==> src/rtl/uart_pkg.sv <==
// rtl/uart_pkg.sv - shared UART types and constants
//
// Purpose: common definitions used by the UART blocks.
//   uart_tx_state_e : transmit-buffer handshake FSM state (2 bits)
//   UART_DATA_W     : UART character width in bits
package uart_pkg;

  localparam int UART_DATA_W = 8;

  typedef enum logic [1:0] {
    IDLE      = 2'd0,
    LAUNCH    = 2'd1,
    WAIT_DONE = 2'd2
  } uart_tx_state_e;

endpackage

==> src/rtl/sync_fifo.sv <==
// rtl/sync_fifo.sv - single-clock FIFO with registered storage and occupancy count
//
// Purpose: circular buffer of DEPTH entries of WIDTH bits.
// Ports:
//   clk, reset      : clock, asynchronous active-low reset
//   push, wdata     : enqueue request and data (ignored while full)
//   pop             : dequeue request (ignored while empty)
//   rdata           : combinational view of the head entry
//   full, empty     : derived from count, not from pointer compare
//   count           : stored entries, 0..DEPTH
module sync_fifo #(
  parameter  int DEPTH = 16,
  parameter  int WIDTH = 8,
  localparam int AW    = $clog2(DEPTH)
) (
  input  logic             clk,
  input  logic             reset,
  input  logic             push,
  input  logic             pop,
  input  logic [WIDTH-1:0] wdata,
  output logic [WIDTH-1:0] rdata,
  output logic             full,
  output logic             empty,
  output logic [AW:0]      count
);

  logic [WIDTH-1:0] mem_q [DEPTH];
  logic [AW-1:0]    wr_ptr_q, wr_ptr_d;
  logic [AW-1:0]    rd_ptr_q, rd_ptr_d;
  logic [AW:0]      count_q, count_d;
  logic             do_push, do_pop;

  // Gating on the current full flag means a pop in the same cycle does not
  // make room for a write; the freed slot only exists after the edge.
  assign do_push = push && !full;
  assign do_pop  = pop && !empty;

  always_comb begin
    wr_ptr_d = wr_ptr_q;
    rd_ptr_d = rd_ptr_q;
    count_d  = count_q;
    if (do_push) wr_ptr_d = wr_ptr_q + AW'(1);
    if (do_pop)  rd_ptr_d = rd_ptr_q + AW'(1);
    case ({do_push, do_pop})
      2'b10:   count_d = count_q + (AW+1)'(1);
      2'b01:   count_d = count_q - (AW+1)'(1);
      default: count_d = count_q;
    endcase
  end

  always_ff @(posedge clk or negedge reset) begin
    if (!reset) begin
      wr_ptr_q <= '0;
      rd_ptr_q <= '0;
      count_q  <= '0;
    end else begin
      wr_ptr_q <= wr_ptr_d;
      rd_ptr_q <= rd_ptr_d;
      count_q  <= count_d;
    end
  end

  // Storage needs no reset: an entry is only read after it has been written.
  always_ff @(posedge clk) begin
    if (do_push) mem_q[wr_ptr_q] <= wdata;
  end

  assign rdata = mem_q[rd_ptr_q];
  assign count = count_q;
  assign full  = (count_q == (AW+1)'(DEPTH));
  assign empty = (count_q == '0);

endmodule

==> src/rtl/uart_tx_buffer.sv <==
// rtl/uart_tx_buffer.sv - buffered transmit front end for the UART transmitter
//
// Purpose: queues system-side bytes and hands them to the transmitter one at
// a time with a start/done handshake.
// Optional feature macro: UART_TXBUF_OVF_EN (sticky overflow flag + clear).
// Ports:
//   clk, reset         : clock, asynchronous active-low reset
//   wr_en, wr_data     : byte write strobe and data
//   full, empty, count : FIFO status (count excludes the byte in flight)
//   tx_start, tx_data  : launch pulse and byte to the transmitter
//   tx_done            : frame-complete pulse from the transmitter
//   busy               : a byte is in flight
//   overflow, ovf_clr  : (UART_TXBUF_OVF_EN only) sticky drop flag and clear
module uart_tx_buffer
  import uart_pkg::*;
#(
  parameter  int DEPTH = 16,
  localparam int AW    = $clog2(DEPTH)
) (
  input  logic                   clk,
  input  logic                   reset,
  input  logic                   wr_en,
  input  logic [UART_DATA_W-1:0] wr_data,
  output logic                   full,
  output logic                   empty,
  output logic [AW:0]            count,
  output logic                   tx_start,
  output logic [UART_DATA_W-1:0] tx_data,
  input  logic                   tx_done,
  output logic                   busy
`ifdef UART_TXBUF_OVF_EN
  ,
  input  logic                   ovf_clr,
  output logic                   overflow
`endif
);

  uart_tx_state_e         state_q, state_d;
  logic [UART_DATA_W-1:0] tx_data_q, tx_data_d;
  logic [UART_DATA_W-1:0] fifo_rdata;
  logic                   pop;

  sync_fifo #(
    .DEPTH (DEPTH),
    .WIDTH (UART_DATA_W)
  ) u_fifo (
    .clk   (clk),
    .reset (reset),
    .push  (wr_en),
    .pop   (pop),
    .wdata (wr_data),
    .rdata (fifo_rdata),
    .full  (full),
    .empty (empty),
    .count (count)
  );

  always_comb begin
    state_d   = state_q;
    tx_data_d = tx_data_q;
    pop       = 1'b0;
    tx_start  = 1'b0;
    busy      = 1'b0;
    case (state_q)
      IDLE: begin
        if (!empty) begin
          pop       = 1'b1;
          tx_data_d = fifo_rdata;
          state_d   = LAUNCH;
        end
      end
      LAUNCH: begin
        tx_start = 1'b1;
        busy     = 1'b1;
        state_d  = WAIT_DONE;
      end
      WAIT_DONE: begin
        busy = 1'b1;
        if (tx_done) state_d = IDLE;
      end
      default: state_d = IDLE;
    endcase
  end

  always_ff @(posedge clk or negedge reset) begin
    if (!reset) begin
      state_q   <= IDLE;
      tx_data_q <= '0;
    end else begin
      state_q   <= state_d;
      tx_data_q <= tx_data_d;
    end
  end

  assign tx_data = tx_data_q;

`ifdef UART_TXBUF_OVF_EN
  logic overflow_q, overflow_d;

  // Clear wins over a same-cycle dropped write.
  always_comb begin
    overflow_d = overflow_q;
    if (ovf_clr)             overflow_d = 1'b0;
    else if (wr_en && full)  overflow_d = 1'b1;
  end

  always_ff @(posedge clk or negedge reset) begin
    if (!reset) overflow_q <= 1'b0;
    else        overflow_q <= overflow_d;
  end

  assign overflow = overflow_q;
`endif

endmodule
==> config.mk <==
export PLATFORM = sky130hd
export DESIGN_NAME = uart_tx_buffer
export DESIGN_NICKNAME = d
export VERILOG_FILES = /design/src/rtl/uart_pkg.sv /design/src/rtl/sync_fifo.sv /design/src/rtl/uart_tx_buffer.sv
export SDC_FILE = /design/constraint.sdc
export NUM_CORES = 1
export LEC_CHECK = 0
export ABC_CLOCK_PERIOD_IN_PS = 3100
export BUFFER_PORTS_ARGS = -buffer_cell sky130_fd_sc_hd__buf_2
export CAP_MARGIN = 20
export CORE_AREA = 2 2 147 149
export CTS_CLUSTER_DIAMETER = 120
export DETAILED_ROUTE_END_ITERATION = 8
export DIE_AREA = 0 0 149 151
export GPL_TIMING_DRIVEN = 0
export SLEW_MARGIN = 0
export SYNTH_ARGS = -nofsm -noshare
export SYNTH_HDL_FRONTEND = slang
export SYNTH_SLANG_ARGS = --single-unit
==> constraint.sdc <==
create_clock -name clk -period 3.1 [get_ports clk]
set_clock_uncertainty 0.05 [all_clocks]
set_input_delay 0 -clock clk [delete_from_list [all_inputs] [get_ports clk]]
set_output_delay 0 -clock clk [all_outputs]
set_load 0.005 [all_outputs]
==> impl_metrics.json <==
{
  "die_w_um": 149,
  "cp_max_fo": 9,
  "synth-xor-area-share": 0.01559,
  "cts_made_buffers": 17,
  "regArea_sq_mm": 0.004419,
  "worst_pin_slew_ns": 0.8455,
  "yosys-top-cells-count": "edfxtp_1 (128), dfrtp_1 (23), mux4_2 (20)",
  "dp_hpwl_um": 8093,
  "synth-simple-area-share": 0.03522,
  "grt.overflow.total": 0,
  "avgViaCountPerCell": 4.673,
  "vias": 3145,
  "avgSynthCellArea_sq_um": 19.02,
  "clock-sinks": 151,
  "first_pass_iters": 5,
  "cp_num_buf_inv": 2,
  "synth_top_family_by_area": "multiplexers",
  "critPathLaunchType": "flip-flop",
  "slew_violations": 0,
  "post-route-drc-count": 0,
  "async_flop_share": 0.1523,
  "finalSetupViolCount": 0,
  "initial_core_util": 0.2968,
  "drtIter0Drc": 261,
  "root_buffer": "clkbuf_16",
  "hp-class": "input port to flip-flop",
  "final_hold_viol_count": 0,
  "ant_nets": 0,
  "clk_pin_slew_ns": 0.06,
  "ys_seq_area_frac": 0.7150,
  "cp_num_cells": 11,
  "grt_pass1_vias": 3080,
  "synthDominantCellAreaShare": 0.6219,
  "synth.area.mux_share": 0.1457,
  "period_minus_slack_ns": 2.910,
  "finalWirelength_um": 12360,
  "crit_family": "compound AO/OA/AOI/OAI gates",
  "synth_warnings": 0,
  "cp.required_ns": 3.34,
  "grt_pass1_wl_um": 18460,
  "r2r_cells": 11,
  "whs_path_depth": 3,
  "gp_congestion": 0.7561,
  "worstPathCellList": "buf_2 > nor4_4 > a21boi_2 > inv_1 > ha_4 > xor2_1 > ha_1 > a21o_1 > a22oi_1 > nor3_1 > a2111oi_1",
  "yosysTopAreaCell": "edfxtp_1",
  "synth_ff_type": "edfxtp_1",
  "gr-usage-all-layers": 0.1154,
  "relSlewSlack": 0.4320,
  "drive_gt1_frac": 0.2864,
  "rows": 53,
  "synth.distinct_cells": 38,
  "synth_edf_count": 128,
  "clock.fmax_ghz": 0.3436,
  "cts_setup_buffers": 0,
  "cts_tree": "done",
  "place.port_buffers": 28,
  "status": "complete, no violations",
  "slowest_delay_ns": 0.46,
  "synthCells": 325,
  "antenna_found_initial": 0,
  "coreArea_sq_mm": 0.02082,
  "clockBufferDepth": 2,
  "vdd.ir_drop.worst_mv": 0.4315,
  "endpoint_kind": "flip-flop",
  "path_class": "flip-flop to flip-flop",
  "synth_area_sq_mm": 0.006181,
  "wl_per_cell_um": 18.37,
  "io-pin-count": 29,
  "rsz0062_at_grt": "false",
  "ys_ff_latch": 151,
  "p_total_mw": 6.987,
  "clock_latency_ns": 0.42,
  "die-area_sq_mm": 0.02250,
  "p_leak_nw": 2.535,
  "synthAdderAreaFrac": 0.02429,
  "num_antenna_cells": 0,
  "synth_most_common_cell": "edfxtp_1",
  "cp.arrival_ns": 3.16,
  "drv_cap": 0,
  "multi_input_area_sq_mm": 0.001664,
  "fin_nets": 409,
  "die_y_um": 151,
  "fill_cells": 1957,
  "grt_max_degree": 24,
  "crit_slowest_cell": "a21boi_2",
  "synth-compound-area-share": 0.04271,
  "layout-area-overhead-vs-synth_pct": 19.82,
  "power_density_mw_per_mm2": 943.5,
  "synth_nets": 349,
  "htreeDepth": 4,
  "hold-worst-slack_ns": 0.04376,
  "synthTopCellsByArea": "edfxtp_1 (62%), dfrtp_1 (9.3%), mux4_2 (7.3%), mux4_1 (5.1%), ha_1 (2.4%)",
  "timing.final.crit_share": 0.9388
}
## state kept, by name (all words and copies together) (netlist names)
| name | cells |
|---|---|
| state_q | 2 |
| u_fifo.wr_ptr_q | 4 |
| u_fifo.count | 5 |
| u_fifo.rd_ptr_q | 4 |
| u_fifo.mem_q | 128 |
| tx_data | 8 |
## timing repair
action,4_1_cts,5_1_grt
endpoints found under the hold margin,153,0
hold buffers,10,0
endpoints found under the setup margin,1,1
gates resized for setup,2,6
## power breakdown
group / internal (mW) / switching (mW) / total (mW)
clock: 1.19 / 0.805 / 1.99
sequential: 2.54 / 0.188 / 2.73
combinational: 1.06 / 1.21 / 2.27
total: 4.79 / 2.20 / 6.99
## through the flow
step / cells / setup WS, ns / setup TNS (ns) / cell area (sq um) / util
after floorplan: 325 / 0.1696 / 0 / 6181 / -
after global placement: 628 / -0.1498 / -0.1498 / 6665 / 0.3201
after detailed placement: 632 / -0.2156 / -0.2156 / 6693 / 0.3214
after CTS: 673 / 0.04485 / 0 / 7377 / 0.3543
after global routing: 673 / 0.002373 / 0 / 7406 / 0.3557
final: 673 / 0.1896 / 0 / 7406 / 0.3557
## worst reg2reg max path: cells and delay by family, from the launching register on
kind | cells | cell delay (ns)
AOI/OAI and AO/OA | 4 | 1.20
adders and majority gates | 2 | 0.46
buffers and inverters | 2 | 0.40
DFF | 1 | 0.34
and+or+nand+nor | 2 | 0.18
xor gates and xnor gates | 1 | 0.16
## cell usage in the layout, fill, tap and decap left out, types with 2 or more instances in the layout
cell	n
edfxtp_1	128
nor2b_1	2
buf_4	4
nand4_1	2
nor3_1	6
a21boi_2	2
nand2_1	7
o22ai_1	16
o21ai_0	2
mux2_2	12
buf_6	4
clkinvlp_4	2
bufinv_16	2
mux4_1	12
dlygate4sd3_1	10
clkinv_2	4
inv_1	7
dfrtp_1	23
buf_2	32
a21oi_1	11
buf_1	3
a21o_1	2
nand2b_1	5
ha_1	10
xnor2_1	6
clkinv_4	4
nor2_1	15
xor2_1	5
clkbuf_1	5
mux4_2	20
clkbuf_16	17
## logic make-up after synthesis
logic type / Yosys count
AO/OA/AOI/OAI: 39
XOR/XNOR: 11
adder cells (fa/ha/maj): 12
buffers and inverters: 25
flip-flops: 151
multiplexers: 44
AND/OR/NAND/NOR: 43
## path summary, 6_finish.rpt
check	start	to	slack [ns]
hold / removal	wr_en	u_fifo.wr_ptr_q[0]$_DFFE_PN0P_	0.04
hold reg to reg	state_q[1]$_DFFE_PN0P_	state_q[1]$_DFFE_PN0P_	0.50
max in group asynchronous	reset	tx_data[5]$_DFFE_PN0P_	2.56
setup reg to reg	u_fifo.count[1]$_DFFE_PN0P_	u_fifo.count[4]$_DFFE_PN0P_	0.19
min in group asynchronous	reset	u_fifo.count[4]$_DFFE_PN0P_	0.06
setup / recovery	u_fifo.count[1]$_DFFE_PN0P_	u_fifo.count[4]$_DFFE_PN0P_	0.19
## layer usage
metal	part of all wire	track usage
met2	0.45	0.1652
met5	0	0
met4	0.015	0.04524
met3	0.056	0.03524
met1	0.48	0.1643
## final cells by class
class	count	area share
sequential	151	0.5967
multi-input combinational	149	0.2247
clock buffer	17	0.05744
tap	275	0.04646
timing repair buffer	42	0.03615
clock inverter	15	0.02078
buffer	17	0.01419
inverter	7	0.003548
Power figures use the tool's default switching activity.
